--- src/rtl/alu_frame_pkg.sv ---
// Shared definitions for the framed ALU command controller: FSM states,
// reply status codes and the default frame marker.
package alu_frame_pkg;

    typedef enum logic [3:0] {
        HUNT,
        GET_OP,
        GET_A,
        GET_B,
        GET_CHK,
        EXEC,
        TX_SYNC,
        TX_STAT,
        TX_RES,
        TX_CHK
    } state_t;

    localparam logic [7:0] SYNC_BYTE_DEFAULT = 8'hA5;

    localparam logic [7:0] ST_OK  = 8'h00;
    localparam logic [7:0] ST_CHK = 8'h01;
    localparam logic [7:0] ST_TO  = 8'h02;
    localparam logic [7:0] ST_OPC = 8'h03;

    // Frame counters stick at 255 rather than wrapping back to zero.
    function automatic logic [7:0] sat_inc(input logic [7:0] v);
        return (v == 8'hFF) ? v : v + 8'd1;
    endfunction

endpackage

--- src/rtl/frame_timer.sv ---
// Inter-byte idle timer: counts enabled cycles and flags expiry on the
// cycle the count sits at TIMEOUT-1. A clear always beats expiry.
module frame_timer #(
    parameter int TIMEOUT = 1_000_000,
    parameter int TO_BITS = 20
) (
    input  logic clk,
    input  logic reset,
    input  logic clr,
    input  logic en,
    output logic expire
);

    logic [TO_BITS-1:0] cnt_reg;

    assign expire = en && !clr && (cnt_reg == TO_BITS'(TIMEOUT - 1));

    always_ff @(posedge clk or negedge reset) begin
        if (!reset) begin
            cnt_reg <= '0;
        end else if (clr || expire) begin
            cnt_reg <= '0;
        end else if (en) begin
            cnt_reg <= cnt_reg + 1'b1;
        end
    end

endmodule

--- src/rtl/alu_frame_ctrl.sv ---
// Framed command controller: hunts for the sync byte, collects a checksummed
// opcode/operand frame, drives the ALU operand registers and returns a status frame.
module alu_frame_ctrl
    import alu_frame_pkg::*;
#(
    parameter int                  BUS_SIZE  = 8,
    parameter int                  OP_W      = 6,
    parameter logic [BUS_SIZE-1:0] SYNC_BYTE = SYNC_BYTE_DEFAULT,
    parameter int                  TIMEOUT   = 1_000_000,
    parameter int                  TO_BITS   = 20
) (
    input  logic                clk,
    input  logic                reset,
    input  logic                rx_empty,
    input  logic [BUS_SIZE-1:0] r_data,
    output logic                rd_uart,
    input  logic                tx_full,
    output logic [BUS_SIZE-1:0] w_data,
    output logic                wr_uart,
    output logic [BUS_SIZE-1:0] op_a,
    output logic [BUS_SIZE-1:0] op_b,
    output logic [OP_W-1:0]     op_code,
    input  logic [BUS_SIZE-1:0] alu_result,
    output logic                busy,
    output logic [7:0]          ok_cnt,
    output logic [7:0]          err_cnt
);

    state_t              state_reg, state_next;
    logic [BUS_SIZE-1:0] opc_reg, a_reg, b_reg, chk_reg, res_reg;
    logic [7:0]          stat_reg;
    logic                timer_clr, timer_en, timer_expire;
    logic                opc_bad;

    frame_timer #(
        .TIMEOUT(TIMEOUT),
        .TO_BITS(TO_BITS)
    ) u_timer (
        .clk   (clk),
        .reset (reset),
        .clr   (timer_clr),
        .en    (timer_en),
        .expire(timer_expire)
    );

    assign busy    = (state_reg != HUNT);
    assign opc_bad = (opc_reg[BUS_SIZE-1:OP_W] != '0);

    always_ff @(posedge clk or negedge reset) begin
        if (!reset) begin
            state_reg <= HUNT;
        end else begin
            state_reg <= state_next;
        end
    end

    always_comb begin
        state_next = state_reg;
        rd_uart    = 1'b0;
        wr_uart    = 1'b0;
        w_data     = '0;
        timer_en   = 1'b0;
        timer_clr  = 1'b1;
        case (state_reg)
            HUNT: begin
                if (!rx_empty) begin
                    rd_uart = 1'b1;
                    if (r_data == SYNC_BYTE) begin
                        state_next = GET_OP;
                    end
                end
            end
            GET_OP, GET_A, GET_B, GET_CHK: begin
                // Timer runs only while a frame is open and the RX FIFO is dry.
                if (!rx_empty) begin
                    rd_uart = 1'b1;
                    case (state_reg)
                        GET_OP:  state_next = GET_A;
                        GET_A:   state_next = GET_B;
                        GET_B:   state_next = GET_CHK;
                        default: state_next = EXEC;
                    endcase
                end else begin
                    timer_clr = 1'b0;
                    timer_en  = 1'b1;
                    if (timer_expire) begin
                        state_next = TX_SYNC;
                    end
                end
            end
            EXEC: state_next = TX_SYNC;
            TX_SYNC: begin
                w_data = SYNC_BYTE;
                if (!tx_full) begin
                    wr_uart    = 1'b1;
                    state_next = TX_STAT;
                end
            end
            TX_STAT: begin
                w_data = BUS_SIZE'(stat_reg);
                if (!tx_full) begin
                    wr_uart    = 1'b1;
                    state_next = TX_RES;
                end
            end
            TX_RES: begin
                w_data = res_reg;
                if (!tx_full) begin
                    wr_uart    = 1'b1;
                    state_next = TX_CHK;
                end
            end
            TX_CHK: begin
                w_data = BUS_SIZE'(stat_reg) ^ res_reg;
                if (!tx_full) begin
                    wr_uart    = 1'b1;
                    state_next = HUNT;
                end
            end
            default: state_next = HUNT;
        endcase
    end

    always_ff @(posedge clk or negedge reset) begin
        if (!reset) begin
            opc_reg  <= '0;
            a_reg    <= '0;
            b_reg    <= '0;
            chk_reg  <= '0;
            res_reg  <= '0;
            stat_reg <= ST_OK;
            op_a     <= '0;
            op_b     <= '0;
            op_code  <= '0;
            ok_cnt   <= '0;
            err_cnt  <= '0;
        end else begin
            if (rd_uart) begin
                case (state_reg)
                    GET_OP: begin
                        opc_reg <= r_data;
                        chk_reg <= r_data;
                    end
                    GET_A: begin
                        a_reg   <= r_data;
                        chk_reg <= chk_reg ^ r_data;
                    end
                    GET_B: begin
                        b_reg   <= r_data;
                        chk_reg <= chk_reg ^ r_data;
                    end
                    GET_CHK: begin
                        // Operands are only committed for a fully valid frame.
                        if (chk_reg != r_data) begin
                            stat_reg <= ST_CHK;
                        end else if (opc_bad) begin
                            stat_reg <= ST_OPC;
                        end else begin
                            stat_reg <= ST_OK;
                            op_a     <= a_reg;
                            op_b     <= b_reg;
                            op_code  <= opc_reg[OP_W-1:0];
                        end
                    end
                    default: ;
                endcase
            end
            if (timer_expire) begin
                stat_reg <= ST_TO;
                res_reg  <= '0;
                err_cnt  <= sat_inc(err_cnt);
            end
            if (state_reg == EXEC) begin
                if (stat_reg == ST_OK) begin
                    res_reg <= alu_result;
                    ok_cnt  <= sat_inc(ok_cnt);
                end else begin
                    res_reg <= '0;
                    err_cnt <= sat_inc(err_cnt);
                end
            end
        end
    end

endmodule
--- config.mk ---
export PLATFORM = sky130hd
export DESIGN_NAME = alu_frame_ctrl
export DESIGN_NICKNAME = d
export VERILOG_FILES = /design/src/rtl/alu_frame_pkg.sv /design/src/rtl/frame_timer.sv /design/src/rtl/alu_frame_ctrl.sv
export SDC_FILE = /design/constraint.sdc
export NUM_CORES = 1
export LEC_CHECK = 0
export CAP_MARGIN = 30
export CORE_AREA = 2 2 98 100
export CTS_BUF_LIST = sky130_fd_sc_hd__clkbuf_4 sky130_fd_sc_hd__clkbuf_8 sky130_fd_sc_hd__clkbuf_16
export DETAILED_ROUTE_END_ITERATION = 8
export DIE_AREA = 0 0 100 102
export GPL_TIMING_DRIVEN = 0
export PLACE_DENSITY = 0.8
export SYNTH_ARGS = -nofsm -noshare
export SYNTH_HDL_FRONTEND = slang
export SYNTH_HIERARCHICAL = 1
export SYNTH_SLANG_ARGS = --single-unit
--- constraint.sdc ---
create_clock -name clk -period 3.4 [get_ports clk]
set_input_delay 0.85 -clock clk [delete_from_list [all_inputs] [get_ports clk]]
set_output_delay 0.85 -clock clk [all_outputs]
set_load 0.005 [all_outputs]
# Yosys cells after proc, flatten, opt, wreduce, memory -nomap -nowiden
# Index checks and enable logic that the tools add are counted.
[word_totals] reg_bits=110 input_bits=20 output_inout_bits=49 elab_cells=100
[op_classes] add_sub_neg=3 n_eq_ne=21 mux=33 bitwise=5 n_reduce_logical=25
[op_table] operator="$mux W8" count=10
[op_table] operator="$mux W20" count=2
[op_table] operator="$mux W4" count=8
[op_table] operator="$pmux W8 S4" count=1
[op_table] operator="$pmux W4 S7" count=1
[op_table] operator="$eq A8 B8 Y1 const B" count=3
[op_table] operator="$add A20 B1 Y20 const B" count=1
[op_table] operator="$eq A20 B20 Y1 const B" count=1
[op_table] operator="$add A8 B1 Y8 const B" count=2
[op_table] operator="$eq A4 B3 Y1 const B" count=4
[op_table] operator="$pmux W8 S2" count=1
[op_table] operator="$xor A8 B8 Y8" count=2
[op_table] operator="$ne A2 B2 Y1 const B" count=6
[op_table] operator="$reduce_bool A2 Y1" count=6
[op_table] operator="$reduce_and A2 Y1" count=5
[op_table] operator="$pmux W3 S3" count=1
[op_table] operator="$eq A4 B2 Y1 const B" count=2
[op_table] operator="$eq A4 B4 Y1 const B" count=2
[op_table] operator="$logic_not A8 Y1" count=1
[op_table] operator="$ne A8 B8 Y1" count=1
[op_table] operator="$reduce_or A4 Y1" count=2
[op_table] operator="$mux W1" count=7
[op_table] operator="$reduce_and A7 Y1" count=1
[op_table] operator="$reduce_or A5 Y1" count=1
[op_table] operator="12 further kinds" count=16

# Depth between registers and ports, before layout
# Gate-level depths: netlist (run 1).
[logic_depth] word_depth=9 ltp_mapped=12 ltp_nobuf=10

# Cells and area by module
# The synthesis (run 1) kept the hierarchy.
[modules_own_cells] mod="alu_frame_ctrl" instances=1 cells_per_inst=310 area_per_inst_um2=3898.7 seq_area_each_um2=2102.0
[modules_own_cells] mod="frame_timer" instances=1 cells_per_inst=106 area_per_inst_um2=1043.5 seq_area_each_um2=500.5

# Worst setup path after synthesis (run 1)
# Ideal clock, no wire load.
[synth_timing] kind="input -> register" startpoint="input port rx_empty" endpoint="register err_cnt[7]" arrival_time_ns=2.923 t_required_ns=3.275 slack_ns=0.352 stages=10 cell_sequence="buf_6 > nand4b_1 > inv_1 > and4_1 > buf_6 > nand2_1 > nor3_1 > a21oi_1 > nor4_1 > mux2_2"
[synth_via] elab_chain_len=8 elab_cells_between_ends=10 cone_classes="mux (7); reduce/logical (3)"
[synth_lines] item="start, declared" line="alu_frame_ctrl.sv:14" source="input logic rx_empty,"
[synth_lines] item="$mux W1 (*)" line="alu_frame_ctrl.sv:75" source="if (!rx_empty) begin"
[synth_lines] item="$mux W1 (*)" line="alu_frame_ctrl.sv:64" source="case (state_reg)"
[synth_lines] item="net timer_clr" line="alu_frame_ctrl.sv:32" source="logic timer_clr, timer_en, timer_expire;"
[synth_lines] item="$logic_not A1 Y1 (*)" line="frame_timer.sv:16" source="assign expire = en && !clr && (cnt_reg == TO_BITS'(TIMEOUT - 1));"
[synth_lines] item="$logic_and A1 B1 Y1 (*) (2 in a row)" line="frame_timer.sv:16"
[synth_lines] item="net timer_expire" line="alu_frame_ctrl.sv:32"
[synth_lines] item="$mux W8 (*)" line="alu_frame_ctrl.sv:168" source="if (timer_expire) begin"
[synth_lines] item="$mux W8" line="alu_frame_ctrl.sv:174" source="if (stat_reg == ST_OK) begin"
[synth_lines] item="$mux W8 (*)" line="alu_frame_ctrl.sv:173" source="if (state_reg == EXEC) begin"
[synth_lines] item="end signal, assigned" line="alu_frame_ctrl.sv:171" source="err_cnt <= sat_inc(err_cnt);"
[synth_lines] item="end signal, assigned" line="alu_frame_ctrl.sv:179" source="err_cnt <= sat_inc(err_cnt);"
[synth_lines] item="end, declared" line="alu_frame_ctrl.sv:26" source="output logic [7:0] err_cnt"
# The timed path passes the listed nets; every way through them passes the cells marked *.
# A chain may end at the register's enable or synchronous reset.

# Final worst setup path (run 1)
[layout_timing] startpoint="register state_reg[2]" endpoint="output port w_data[0]"
[layout_via] elab_chain_len=2 elab_cells_between_ends=5 cone_classes="eq/ne (4); mux (1)"
[layout_lines] item="start, declared" line="alu_frame_ctrl.sv:29" source="state_t state_reg, state_next;"
[layout_lines] item="start signal, assigned" line="alu_frame_ctrl.sv:53" source="state_reg <= state_next;"
[layout_lines] item="$eq A4 B4 Y1 or $eq A4 B3 Y1 (tied branches)" line="alu_frame_ctrl.sv:64"
[layout_lines] item="$pmux W8 S4 (*)" line="alu_frame_ctrl.sv:64"
[layout_lines] item="end, declared" line="alu_frame_ctrl.sv:18" source="output logic [BUS_SIZE-1:0] w_data,"
# Every way passes the cells marked *; elsewhere a longest branch is shown, timed or not.

==> results of run 1 <==
layout make-up:
cell class	count	share of cell area, %
Clock inverter	7	1.35
Buffer	15	1.58
Sequential cell	104	43.3
Timing Repair Buffer	70	11.8
Multi-Input combinational cell	289	37.1
Inverter	8	0.499
Clock buffer	9	2.06
Tap cell	111	2.31
per-layer routing:
layer  wire length [µm]  global-route usage (%)  up-vias
met4                140                    6.32        0
met3                263                    3.90       14
met2               5260                    36.3       54
met1               4450                    26.2     1771
met5                  0                       0        -
li1                   -                       -     1638
where the power goes:
group,total [mW],internal [mW],leakage (nW),switching (mW)
registers,1.74,1.53,1.37,0.209
logic,1.19,0.634,1.23,0.557
clock network,0.778,0.296,0.104,0.482
logic make-up (layout without fill, tap and decap cells):
logic type	Yosys count	in the layout
AOI/OAI and AO/OA	51	51
xor gates and xnor gates	37	37
adders and majority gates	4	4
buffers and inverters	23	109
DFF	104	104
muxes	54	54
and+or+nand+nor	143	143
metrics by stage:
step	setup slack [ns]	TNS, ns	instance area [µm²]
6_report	0.199	0	6010
3_3_place_gp	-2.34	-243.19	5750
5_1_grt	0.0384	0	6010
2_1_floorplan	0.352	0	4940
3_5_place_dp	-0.220	-0.647	5780
4_1_cts	0.0226	0	5990
Yosys cell counts (all sizes together), types with 2 or more instances:
cell / instances
a21boi: 2
a21o: 5
a21oi: 13
a22o: 8
a31o: 2
and2: 9
and3: 2
and4: 2
buf: 10
clkbuf: 5
dfrtp: 104
ha: 3
inv: 8
mux2: 53
nand2: 37
nand2b: 3
nand3: 11
nand3b: 4
nand4: 11
nor2: 26
nor3: 5
nor3b: 6
nor4: 6
o21ai: 8
o31ai: 5
or2: 2
or3: 8
or4: 4
xnor2: 7
xor2: 30
how the worst max path moves through the flow:
stage | startpoint | endpoint | slack [ns] | cells past startpoint
5_1_grt | state_reg[2]$_DFFE_PN0P_ | w_data[0] | 0.04 | 7
2_1_floorplan | rx_empty | err_cnt[7]$_DFF_PN0_ | 0.35 | 10
3_5_place_dp | rx_empty | err_cnt[7]$_DFF_PN0_ | -0.22 | 10
3_3_place_gp | reset | b_reg[4]$_DFFE_PN0P_ | -2.34 | 1
6_report | state_reg[2]$_DFFE_PN0P_ | w_data[0] | 0.20 | 7
4_1_cts | state_reg[2]$_DFFE_PN0P_ | w_data[0] | 0.02 | 7
worst max-delay path: stages (launching register included):
cell,delay (ns)
dfrtp_1,0.43
buf_2,0.20
nor3b_2,0.23
buf_2,0.22
nand3b_1,0.09
a21boi_0,0.18
a311o_1,0.14
clkdlybuf4s50_1,0.50
timing repair:
item / in CTS / in global routing
endpoints found under the setup margin: 6 / 5
pin swaps: 0 / 2
buffers inserted: 0 / 2
gates resized for setup: 2 / 4
gates cloned: 0 / 0
==> flow_metrics.env, run 1 <==
export IMPL_outcome="completed"
export IMPL_commonest_non_fill_non_tap_cell_in_the_layout="dfrtp_1"
export IMPL_cts_max_path_buffers=2
export IMPL_worst_setup_path_end_kind="output pin"
export IMPL_critical_path_reg2reg_endpoint="err_cnt[7]$_DFF_PN0_"
export IMPL_totalPowerFinal_mw=3.70
export IMPL_r2r_cells=11
export IMPL_postRouteWirelength_mm=10.1
export IMPL_finalHoldViolCount=0
export IMPL_worstPathMaxFanout=10
export IMPL_max_slew_worst_pin_slew_ns=0.813
export IMPL_synth_unique_cells=54
export IMPL_cts_buffers_inserted=9
export IMPL_critical_path_startpoint_type="register"
export IMPL_synth_compound_area_share_pct=7.11
export IMPL_grt_first_pass_wirelength_mm=16.9
export IMPL_timing_setup_critical_path_class="register to output pin"
export IMPL_detail_route_first_pass_iterations=7
export IMPL_area_share_of_the_leading_cell_type_in_the_synthesized_netlist_pct=52.7
export IMPL_max_slew_margin_pct=45.0
export IMPL_finalMaxSlewViolations=0
export IMPL_synth_enable_flop_cells=0
export IMPL_synth_seq_cells=104
export IMPL_final_core_util_pct=66.0
export IMPL_initial_core_util_pct=54.3
export IMPL_leakagePower_nw=2.70
export IMPL_synth_seq_area_share_pct=52.7
export IMPL_synth_simple_area_share_pct=16.5
export IMPL_vias=3477
export IMPL_die_width_um=100
export IMPL_fin_cells=613
export IMPL_worstReg2RegStart="state_reg[1]$_DFFE_PN0P_"
export IMPL_rsz0062_at_grt="false"
export IMPL_seqCellArea_um2=2600
export IMPL_post_synth_inst_count=416
export IMPL_clock_skew_final_ns=0.0196
export IMPL_synth_top_area_cell="dfrtp_1"
export IMPL_max_cap_violations=0
export IMPL_cts_hold_fix_buffers=0
export IMPL_p_per_area_nw_per_um2=616
export IMPL_grt_max_degree=73
export IMPL_multi_input_area_um2=2230
export IMPL_viasPerCell=5.67
export IMPL_fill_cell_instance_count_of_the_final_layout=699
export IMPL_min_path_type="primary input to asynchronous set/reset pin"
export IMPL_clkSinkCount=104
export IMPL_root_driver="clkbuf_8"
export IMPL_timing_final_crit_share_pct=94.1
export IMPL_hpwl_detailed_mm=7.00
export IMPL_layout_cells_most_common_list="dfrtp_1 (104), clkdlybuf4s50_1 (66), nand2_1 (37)"
export IMPL_mappedNetlistNets=439
export IMPL_number_of_flip_flops_in_the_largest_register=20
export IMPL_floorplan_die_height_um=102
export IMPL_grt_ovfl_total=0
export IMPL_antenna_cells_inserted=0
export IMPL_finalNetCount=520
export IMPL_syn_area_um2=4940
export IMPL_synth_async_reset_ratio_pct=100
export IMPL_maxClockFrequency_mhz=312
export IMPL_number_of_warning_messages_in_the_yosys_log=6
export IMPL_die_area_um2=10200
export IMPL_number_of_antenna_violations_at_the_first_check_in_global_routing=0
export IMPL_worst_endpoint_required_ns=2.55
export IMPL_final_min_clock_period_ns=3.20
export IMPL_htree_levels=3
export IMPL_worstSkewPairLatency_ns=0.37
export IMPL_top_level_ports=69
export IMPL_ant_nets=0
export IMPL_grt_pass1_vias=3622
export IMPL_synth_area_mux_share_pct=13.7
export IMPL_drt_initial_drc_count=143
export IMPL_synth_top_family_by_area="simple AND/OR/NAND/NOR gates"
export IMPL_place_congestion=0.815
export IMPL_power_ir_vdd_worst_mv=0.397
export IMPL_portBuffers=67
export IMPL_synthFlopType="dfrtp_1"
export IMPL_fp_row_count=35
export IMPL_synth_adder_area_share_pct=0.962
export IMPL_cts_reportedPaths_clkPinSlew_ns=0.10
export IMPL_xor_xnor_cell_area_share_of_the_yosys_netlist_pct=6.56
export IMPL_avgSynthCellArea_um2=11.9
export IMPL_final_hold_worst_slack_ns=0.426
export IMPL_gr_usage_all_layers_pct=20.7
export IMPL_core_area_um2=9110
export IMPL_drc=0
export IMPL_area_growth_syn_to_layout_pct=21.7
export IMPL_final_layout_size_suffix_gt1_share_pct=19.5
export IMPL_ff2ff_setup_slack_ns=0.20
export IMPL_cp_arrival_ns=2.35
export IMPL_cts_tree="yes"
export IMPL_placed_cells=595
export IMPL_synth_area_top_cells="dfrtp_1 (53%), mux2_2 (7.7%), mux2_4 (5.8%)"
export IMPL_wl_per_cell_um=16.5
export IMPL_finalSetupViolations=0
Note: power is estimated with default switching activity, not from simulation.
==> run 2, diff against run 1 <==
CORE_AREA = 2 2 94 105   (was 2 2 98 100)
DIE_AREA = 0 0 96 107   (was 0 0 100 102)
==> flow_metrics.env, run 2 (synthesized netlist as in run 1, its figures left out) <==
export IMPL_outcome="completed"
export IMPL_detail_route_first_pass_iterations=5
export IMPL_grt_first_pass_wirelength_mm=16.7
export IMPL_rsz0062_at_grt="false"
export IMPL_portBuffers=67
export IMPL_cts_hold_fix_buffers=0
export IMPL_worstSkewPairLatency_ns=0.38
export IMPL_number_of_flip_flops_in_the_largest_register=20
export IMPL_power_ir_vdd_worst_mv=0.415
export IMPL_clkSinkCount=104
export IMPL_crit_cells=7
export IMPL_launching_instance_or_port_of_the_critical_path="state_reg[2]$_DFFE_PN0P_"
export IMPL_cts_repair_resize_count=4
export IMPL_cp_arrival_ns=2.37
export IMPL_hpwl_detailed_mm=6.96
export IMPL_worst_setup_path_end_kind="output pin"
export IMPL_commonest_non_fill_non_tap_cell_in_the_layout="dfrtp_1"
export IMPL_grt_ovfl_total=0
export IMPL_maxClockFrequency_mhz=311
export IMPL_top_level_ports=69
export IMPL_cts_tree="yes"
export IMPL_ant_nets=0
export IMPL_min_path_type="primary input to asynchronous set/reset pin"
export IMPL_totalPowerFinal_mw=3.80
export IMPL_finalNetCount=518
export IMPL_vias=3436
export IMPL_r2r_cells=11
export IMPL_pre_cts_ws_ns=-0.400
export IMPL_critical_path_startpoint_type="register"
export IMPL_viasPerCell=5.57
export IMPL_root_driver="clkbuf_8"
export IMPL_wl_per_cell_um=16.2
export IMPL_crit_path_end="w_data[0]"
export IMPL_clock_skew_final_ns=0.00805
export IMPL_post_cts_repair_setup_buffers=0
export IMPL_postRouteWirelength_mm=10.0
export IMPL_worst_path_buf_inv=3
export IMPL_ff2ff_setup_slack_ns=0.20
export IMPL_grt_pass1_vias=3451
export IMPL_timing_critical_path_max_delay_family="buffers and inverters"
export IMPL_cts_max_path_buffers=2
export IMPL_finalMaxSlewViolations=0
export IMPL_worstPathMaxFanout=10
export IMPL_setup_slack_ns=0.180
export IMPL_area_growth_syn_to_layout_pct=22.4
export IMPL_die_area_um2=10300
export IMPL_timing_final_crit_share_pct=94.7
export IMPL_place_congestion=0.865
export IMPL_layout_cells_most_common_list="dfrtp_1 (104), clkdlybuf4s50_1 (66), nand2_1 (37)"
export IMPL_initial_core_util_pct=53.6
export IMPL_final_layout_size_suffix_gt1_share_pct=19.8
export IMPL_die_width_um=96
export IMPL_timing_setup_critical_path_class="register to output pin"
export IMPL_cts_reportedPaths_clkPinSlew_ns=0.09
export IMPL_cts_buffers_inserted=9
export IMPL_max_slew_margin_pct=47.0
export IMPL_core_area_um2=9210
export IMPL_fill_cell_instance_count_of_the_final_layout=679
export IMPL_antenna_cells_inserted=0
export IMPL_fp_row_count=37
export IMPL_critical_path_reg2reg_endpoint="err_cnt[7]$_DFF_PN0_"
export IMPL_critPathSlowestCell="clkdlybuf4s50_1"
export IMPL_drc=0
export IMPL_worstPathCellList="buf_2 > nor3b_2 > buf_4 > nand3b_1 > a21boi_0 > a311o_1 > clkdlybuf4s50_1"
export IMPL_finalSetupViolations=0
export IMPL_worst_endpoint_required_ns=2.55
export IMPL_finalHoldViolCount=0
export IMPL_gr_usage_all_layers_pct=21.0
export IMPL_leakagePower_nw=2.71
export IMPL_final_min_clock_period_ns=3.22
export IMPL_max_cap_violations=0
export IMPL_htree_levels=3
export IMPL_worstReg2RegStart="state_reg[1]$_DFFE_PN0P_"
export IMPL_number_of_antenna_violations_at_the_first_check_in_global_routing=0
export IMPL_max_slew_worst_pin_slew_ns=0.783
export IMPL_floorplan_die_height_um=107
export IMPL_p_per_area_nw_per_um2=629
export IMPL_grt_max_degree=67
export IMPL_crit_path_max_incr_delay_ns=0.51
export IMPL_drt_initial_drc_count=236
[run 2: metal layers]
| layer | up-vias | GRT usage (%) | part of all wire [%] | wire [µm] |
|---|---|---|---|---|
| met5 | - | 0 | 0 | 0 |
| met4 | 0 | 8.37 | 1.8 | 185 |
| met3 | 15 | 4.15 | 4.7 | 473 |
| met2 | 79 | 33.1 | 50 | 5000 |
| met1 | 1712 | 28.5 | 44 | 4360 |
| li1 | 1630 | - | - | - |
[run 2: stage by stage]
| step | setup TNS [ns] | instance area, µm² | hold slack, ns | util [%] | cells |
|---|---|---|---|---|---|
| finish | 0 | 6050 | 0.442 | 65.7 | 617 |
| global route | 0 | 6050 | 0.476 | 65.7 | 617 |
| CTS | 0 | 6030 | 0.447 | 65.5 | 617 |
| detailed placement | -1.19 | 5780 | 0.483 | 62.8 | 601 |
| global placement | -244.02 | 5760 | 0.478 | 62.5 | 600 |
| floorplan | 0 | 4940 | 0.458 | - | 416 |
[run 2: worst reg2reg max path: stages, from the launching register on]
cell,delay [ns]
dfrtp_1,0.46
buf_2,0.21
o21ai_0,0.24
nand4b_1,0.25
inv_2,0.18
and4_1,0.22
buf_6,0.14
nand2_1,0.14
nor3_4,0.37
a21oi_2,0.16
nor4_2,0.36
mux2_2,0.37
[run 2: where the power goes]
part           internal [mW]  total (mW)  switching [mW]
Clock                  0.439       0.874           0.435
Sequential              1.53        1.74           0.209
Combinational          0.629        1.19           0.565
Total                   2.59        3.80            1.21
[run 2: final cells by class]
type	instances	area [µm²]	share of cell area, %
Tap cell	117	146	2.42
Inverter	8	30.0	0.496
Buffer	15	97.6	1.61
Sequential cell	104	2600	43.0
Clock inverter	6	91.3	1.51
Multi-Input combinational cell	289	2250	37.2
Timing Repair Buffer	68	696	11.5
Clock buffer	10	138	2.28
[run 2: how the worst min path moves through the flow]
stage,from,endpoint,slack [ns]
floorplan,res_reg[3]$_DFFE_PN0P_,res_reg[3]$_DFFE_PN0P_,0.46
global placement,res_reg[6]$_DFFE_PN0P_,res_reg[6]$_DFFE_PN0P_,0.48
detailed placement,res_reg[6]$_DFFE_PN0P_,res_reg[6]$_DFFE_PN0P_,0.48
CTS,reset,ok_cnt[4]$_DFFE_PN0P_,0.45
global route,reset,ok_cnt[4]$_DFFE_PN0P_,0.48
finish,reset,ok_cnt[4]$_DFFE_PN0P_,0.44
